===== src/rtl/bin_to_bcd_digits.sv =====
`default_nettype none
// ============================================================================
// Module   : bin_to_bcd_digits
// Purpose  : Sequential double-dabble binary-to-BCD converter (one bit per
//            clock) that produces four saturating display digits.
// Revision : 1.0 - initial release
// ============================================================================
module bin_to_bcd_digits #(
    parameter int WIDTH   = 14,
    parameter int MAX_VAL = 9999
) (
    input  logic             clk,
    input  logic             rst,
    input  logic             start,
    input  logic             blank,
    input  logic [WIDTH-1:0] bin_in,
    output logic             busy,
    output logic             done,
    output logic             overflow,
    output logic [3:0]       digit3,
    output logic [3:0]       digit2,
    output logic [3:0]       digit1,
    output logic [3:0]       digit0,
    output logic             display_on
);

    localparam int                 c_SR_W     = WIDTH + 16;
    localparam int                 c_CNT_W    = $clog2(WIDTH + 1);
    localparam logic [c_CNT_W-1:0] c_CNT_LOAD = c_CNT_W'(WIDTH);
    localparam logic [c_CNT_W-1:0] c_CNT_ONE  = c_CNT_W'(1);
    localparam logic [31:0]        c_MAX      = 32'(MAX_VAL);

    typedef enum logic [0:0] {
        ST_IDLE  = 1'b0,
        ST_SHIFT = 1'b1
    } state_t;

    state_t              r_state;
    logic [c_SR_W-1:0]   r_shift;
    logic [c_CNT_W-1:0]  r_count;
    logic                r_ovf_pending;
    logic                r_seen;

    logic [c_SR_W-1:0]   w_adj;
    logic [c_SR_W-1:0]   w_next;
    logic                w_finish;
    logic                w_ovf_in;

    // Low bits still holding unconverted binary pass through untouched.
    assign w_adj[WIDTH-1:0] = r_shift[WIDTH-1:0];

    for (genvar i = 0; i < 4; i++) begin : g_add3
        logic [3:0] w_nib;
        assign w_nib = r_shift[WIDTH+4*i +: 4];
        assign w_adj[WIDTH+4*i +: 4] = (w_nib >= 4'd5) ? (w_nib + 4'd3) : w_nib;
    end

    assign w_next   = {w_adj[c_SR_W-2:0], 1'b0};
    assign w_finish = (r_state == ST_SHIFT) && (r_count == c_CNT_ONE);
    assign w_ovf_in = {{(32-WIDTH){1'b0}}, bin_in} > c_MAX;

    always_ff @(posedge clk or posedge rst) begin
        if (rst) begin
            r_state       <= ST_IDLE;
            r_shift       <= '0;
            r_count       <= '0;
            r_ovf_pending <= 1'b0;
            r_seen        <= 1'b0;
            busy          <= 1'b0;
            done          <= 1'b0;
            overflow      <= 1'b0;
            digit3        <= 4'd0;
            digit2        <= 4'd0;
            digit1        <= 4'd0;
            digit0        <= 4'd0;
            display_on    <= 1'b0;
        end else begin
            done       <= 1'b0;
            // Display comes on only once real digits exist, and blank wins.
            display_on <= ~blank & (r_seen | w_finish);
            if (w_finish) begin
                r_seen <= 1'b1;
            end
            case (r_state)
                ST_IDLE: begin
                    if (start) begin
                        r_shift       <= {16'd0, bin_in};
                        r_ovf_pending <= w_ovf_in;
                        r_count       <= c_CNT_LOAD;
                        busy          <= 1'b1;
                        r_state       <= ST_SHIFT;
                    end
                end
                ST_SHIFT: begin
                    r_shift <= w_next;
                    r_count <= r_count - c_CNT_ONE;
                    if (r_count == c_CNT_ONE) begin
                        if (r_ovf_pending) begin
                            {digit3, digit2, digit1, digit0} <= 16'h9999;
                        end else begin
                            {digit3, digit2, digit1, digit0} <= w_next[c_SR_W-1:WIDTH];
                        end
                        overflow <= r_ovf_pending;
                        done     <= 1'b1;
                        busy     <= 1'b0;
                        r_state  <= ST_IDLE;
                    end
                end
                default: r_state <= ST_IDLE;
            endcase
        end
    end

endmodule
`default_nettype wire


===== config.mk =====
export PLATFORM = sky130hd
export DESIGN_NAME = bin_to_bcd_digits
export DESIGN_NICKNAME = d
export VERILOG_FILES = /design/src/rtl/bin_to_bcd_digits.sv
export SDC_FILE = /design/constraint.sdc
export NUM_CORES = 1
export LEC_CHECK = 0
export BUFFER_PORTS_ARGS = -buffer_cell sky130_fd_sc_hd__buf_2
export CORE_ASPECT_RATIO = 0.5
export CORE_MARGIN = 3
export CORE_UTILIZATION = 30
export CTS_BUF_LIST = sky130_fd_sc_hd__clkbuf_8
export DETAILED_ROUTE_END_ITERATION = 16
export GPL_TIMING_DRIVEN = 0
export PLACE_DENSITY = 0.59
export REMOVE_ABC_BUFFERS = 1
export SYNTH_ARGS = -nofsm -noshare
export SYNTH_HDL_FRONTEND = slang
export SYNTH_SLANG_ARGS = --single-unit

===== constraint.sdc =====
create_clock -name clk -period 2.4 [get_ports clk]
set_input_delay 0.48 -clock clk [delete_from_list [all_inputs] [get_ports clk]]
set_output_delay 0.48 -clock clk [all_outputs]
set_load 0.1 [all_outputs]

---- Word level (Yosys, flattened, before mapping) ----
Cells that the tools add are included.
W data, S select, Z words.
cells by class
  add/subtract/negate cells ............... 5
  $lt $le $gt $ge ......................... 5
  equal/unequal tests ..................... 3
  muxes and demuxes ....................... 20
  bitwise gates (word level) .............. 4
  reduce and logical (&&, ||, !) cells .... 4
operator list
  kind                    count
  $pmux W30 S2            1
  $mux W4                 8
  $mux W30                1
  $ge A4 B3 Y1 const B    4
  $gt A14 B14 Y1 const B  1
  $add A4 B2 Y4 const B   3
  $pmux W4 S2             1
  $mux W1                 6
  $reduce_and A2 Y1       3
  $eq A4 B1 Y1 const B    1
  $pmux W1 S2             2
  $sub A4 B1 Y4 const B   1
  $add A3 B2 Y3 const B   1
  $mux W3                 1
  $ne A2 B1 Y1 const B    1
  $ne A2 B2 Y1 const B    1
  $not A1 Y1              2
  $and A1 B1 Y1           1
  $logic_and A1 B1 Y1     1
  $or A1 B1 Y1            1
word-level totals
  register bits after elaboration ......... 57
  input port bits ......................... 18
  output and inout port bits .............. 20

---- Logic depth before layout (Yosys ltp) ----
  depth in word-level cells ............... 4
  depth in mapped cells ................... 7
  gate-level depth less buffers ........... 6

---- Least setup slack after synthesis ----
No wires, ideal clock.
  path kind ............................... register to register
  start point ............................. register r_shift[14]
  end point ............................... register r_shift[16]
  setup time .............................. 0.067 ns
  data arrival time ....................... 1.322 ns
  required time ........................... 2.333 ns
  path slack .............................. 1.011 ns
  cell stages (with the launch flop) ...... 7
  buffers on the path ..................... 0
  clock period less this slack ............ 1.389 ns
  path through ............................ dfrtp_1 > inv_1 > ha_1 > nand2b_2 > a21oi_4 > mux2i_1 > a22o_1
on the way
  word-level cells in the longest chain between the ends .. 3
ends and longest elaborated chain
  element                                               line  source
  start, declared                                       39    logic [c_SR_W-1:0] r_shift;
  start signal, assigned                                87    r_shift <= {16'd0, bin_in};
  start signal, assigned                                95    r_shift <= w_next;
  $add A4 B2 Y4 / $ge A4 B3 Y1 (equally long branches)  55    assign w_adj[WIDTH+4*i +: 4] = (w_nib >= 4'd5) ? (w_nib + 4'd3) : w_nib;
  $mux W4 *                                             55
  $pmux W30 S2 *                                        84    case (r_state)
Mark *: on every way between the ends. The rest lies on a longest branch, timed or not.
A chain may end at the register's enable or synchronous reset.

---- Worst setup path after layout ----
  start point ............................. register r_state
  end point ............................... register digit3[2]
on the way
  word-level cells in the longest chain between the ends .. 1
ends and longest elaborated chain
  element                      line  source
  start, declared              38    state_t r_state;
  start signal, assigned       64    r_state <= ST_IDLE;
  start signal, assigned       91    r_state <= ST_SHIFT;
  start signal, assigned       106   r_state <= ST_IDLE;
  $reduce_and A2 Y1 (no line)  --
  end signal, assigned         101   {digit3, digit2, digit1, digit0} <= w_next[c_SR_W-1:WIDTH];
  end, declared                20    output logic [3:0] digit3,
Every way passes these cells.

==> flow_summary_export.csv <==
group,metric,value,unit
drt,vias,1945,
floorplanning,core-area,8400,um2
drt,drt-vias-per-instance,4.71,
timing,slew_viol_final,0,
cells_and_area,synthToLayoutAreaGrowth,18.6,%
floorplanning,rows,23,
synth,synth_top_family_by_area,"compound AO/OA/AOI/OAI gates",
placement,hpwl,3830,um
synth,seq_area_frac_synth,52.2,%
clocking,cts_max_level,3,
synth,synth_simple_gate_area_share,13.9,%
synth,synth.distinct_cells,29,
worst_setup_path,worstReg2RegEnd,"digit3[2]",
min_path,hp-class,"input port to async pin",
synth,synthArstFlopShare,100,%
synth,syn_area_per_cell,10.5,um2
drt,antenna_left,0,
timing,skew,0.0122,ns
drt,drt_pass1_iterations,4,
global_routing,grt_antenna_before_repair,0,
synth,ys.flop_type,"dfrtp_1",
synth,synth_xor_area_share,1.92,%
clocking,cts-buffers-inserted,9,
cells_and_area,n_antenna_cell,0,
worst_setup_path,worst_ep_arrival_time,2.18,ns
worst_setup_path,r2r_slack,0.50,ns
synth,netlist_instances,260,
clocking,clkSlewWorstSetupHoldPaths,0.07,ns
worst_setup_path,path_class,"flip-flop to flip-flop",
synth,ys_ff_latch,57,
drt,drc_errors,0,
floorplanning,ios,38,
cells_and_area,drive_gt1_share,21.6,%
synth,synth.largest_area_cell,"dfrtp_1",
timing,finalHoldViolCount,0,
placement,dpl_cell_area,3020,um2
cells_and_area,finalNetCount,324,
synth,syn_area,2730,um2
timing,min_period,1.90,ns
synth,synth_top_area_share,52.2,%
worst_setup_path,critPathLaunchType,"flip-flop",
synth,synth_most_common_cell,"dfrtp_1",
synth,ys_warn_count,0,
floorplanning,die_w,141,um
worst_setup_path,critPathMaxFanout,51,
global_routing,grt.overflow.total,0,
clocking,clk_path_buf_depth,2,
synth,synth_compound_area_share,15.4,%
synth,synthMuxAreaShare,7.33,%
outcome,status,"finished clean",
clocking,clkLatencyLatePin,0.34,ns
global_routing,grt_max_degree,52,
timing,fin_ws,0.502,ns
worst_setup_path,crit_path_start,"r_state",
synth,synth_area_leaders,"dfrtp_1, mux2i_1, ha_1",
timing,rsz0062_at_grt,"false",
global_routing,grt_pass1_vias,1992,
global_routing,grt_usage,11.8,%
floorplanning,dieArea,10400,um2
worst_setup_path,crit_path_end_kind,"flip-flop",
worst_setup_path,r2r_cells,4,
synth,synth_commonest_cells,"dfrtp_1, nand2_1, mux2i_1, o21ai_0, nor2_1",
drt,dr.first_iter.drc_count,114,
placement,dp_slack,0.212,ns
placement,place.gp.congestion,0.713,
clocking,cts_tree,"yes",
clocking,cts-root-buf,"clkbuf_8",
synth,synthAdderAreaFrac,4.58,%
timing,slew_headroom,54.4,%
placement,io_buffers,37,
timing,max_freq,527,MHz
clocking,post_cts_buffers,0,
worst_setup_path,required,2.68,ns
run,cap_violations,0,
global_routing,grt_first_pass_wirelength,9450,um
clocking,cts.sinks,57,
timing,worst_pin_slew,0.684,ns
worst_setup_path,r2r-start,"r_state",
timing,setup_violations,0,
floorplanning,initial_core_util,32.5,%
cells_and_area,design_area,3240,um2
drt,routedWlPerCell,13.3,um
worst_setup_path,crit_end,"digit3[2]",
drt,wl,5510,um
timing,min_period_over_period,79.1,%
synth,synth_edf_count,0,
floorplanning,die_h,73.5,um
[area by class of cell]
class / count / area [um2]
Clock buffer: 12 / 165
Clock inverter: 4 / 50.0
Fill cell: 838 / 5160
Inverter: 13 / 48.8
Multi-Input combinational cell: 176 / 1180
Sequential cell: 57 / 1430
Tap cell: 112 / 140
Timing Repair Buffer: 39 / 225
[worst max-delay path, stage by stage, from the launching register on]
cell and delay, ns:
dfrtp_2 0.53, buf_12 0.26, nand4bb_4 0.29, nor2_2 0.50, a32o_1 0.24
[cell families after synthesis]
group,after synthesis
compound gates,64
buf+inv,27
flops,57
mux,20
xor+xnor,6
fa+ha+maj,10
simple gates,76
[sequential cells by signal (all words and copies together) (netlist names)]
register,flops
digit0,4
done,1
overflow,1
digit1,4
digit2,4
digit3,4
r_state,1
r_shift,30
r_count,4
display_on,1
busy,1
r_seen,1
r_ovf_pending,1
[per-layer routing]
layer / vias up / global-route usage, % / routed length [um]
li1: 972 / - / -
met1: 935 / 14.3 / 2630
met3: 8 / 4.29 / 201
met4: 0 / 4.51 / 84
met2: 30 / 19.5 / 2590
met5: - / 0 / 0
[metrics by stage]
stage	hold slack (ns)	instances	setup TNS, ns	util [%]
after global routing	0.255	413	0	38.5
after CTS	0.218	413	0	38.5
after global placement	0.440	395	-23.27	35.5
final	0.208	413	0	38.5
after detailed placement	0.458	397	0	35.9
after floorplan	0.423	246	0	-
[what timing repair did]
| action | 4_1_cts | 5_1_grt |
|---|---|---|
| hold buffers | 0 | 0 |
| setup endpoints to repair | 0 | 1 |
| resized for setup | 0 | 1 |
[worst min-delay path by stage]
stage | startpoint | endpoint | slack, ns | cells past startpoint
floorplan | r_seen | r_seen | 0.42 | 1
global placement | r_seen | r_seen | 0.44 | 1
detailed placement | overflow | overflow | 0.46 | 2
CTS | rst | digit3[2] | 0.22 | 2
global route | rst | digit3[1] | 0.25 | 2
finish | rst | digit3[1] | 0.21 | 2
[placed cells by master, fill, tap and decap left out, types with 3 or more instances in the layout]
cell,n
a22o_1,10
a21o_1,6
dfrtp_1,56
xnor2_1,6
buf_2,37
nand2b_1,9
a21oi_1,14
inv_1,11
nor3_1,9
mux2i_1,20
nor3b_1,6
ha_1,10
a32o_1,3
a31oi_1,4
clkbuf_8,12
a21oi_2,3
nand2_1,28
nand3_1,4
o21ai_0,20
nor2_1,15
Power is left out: the tool's default activity adds up to more than one toggle a clock period on the data nets, which glitch-free logic cannot reach.
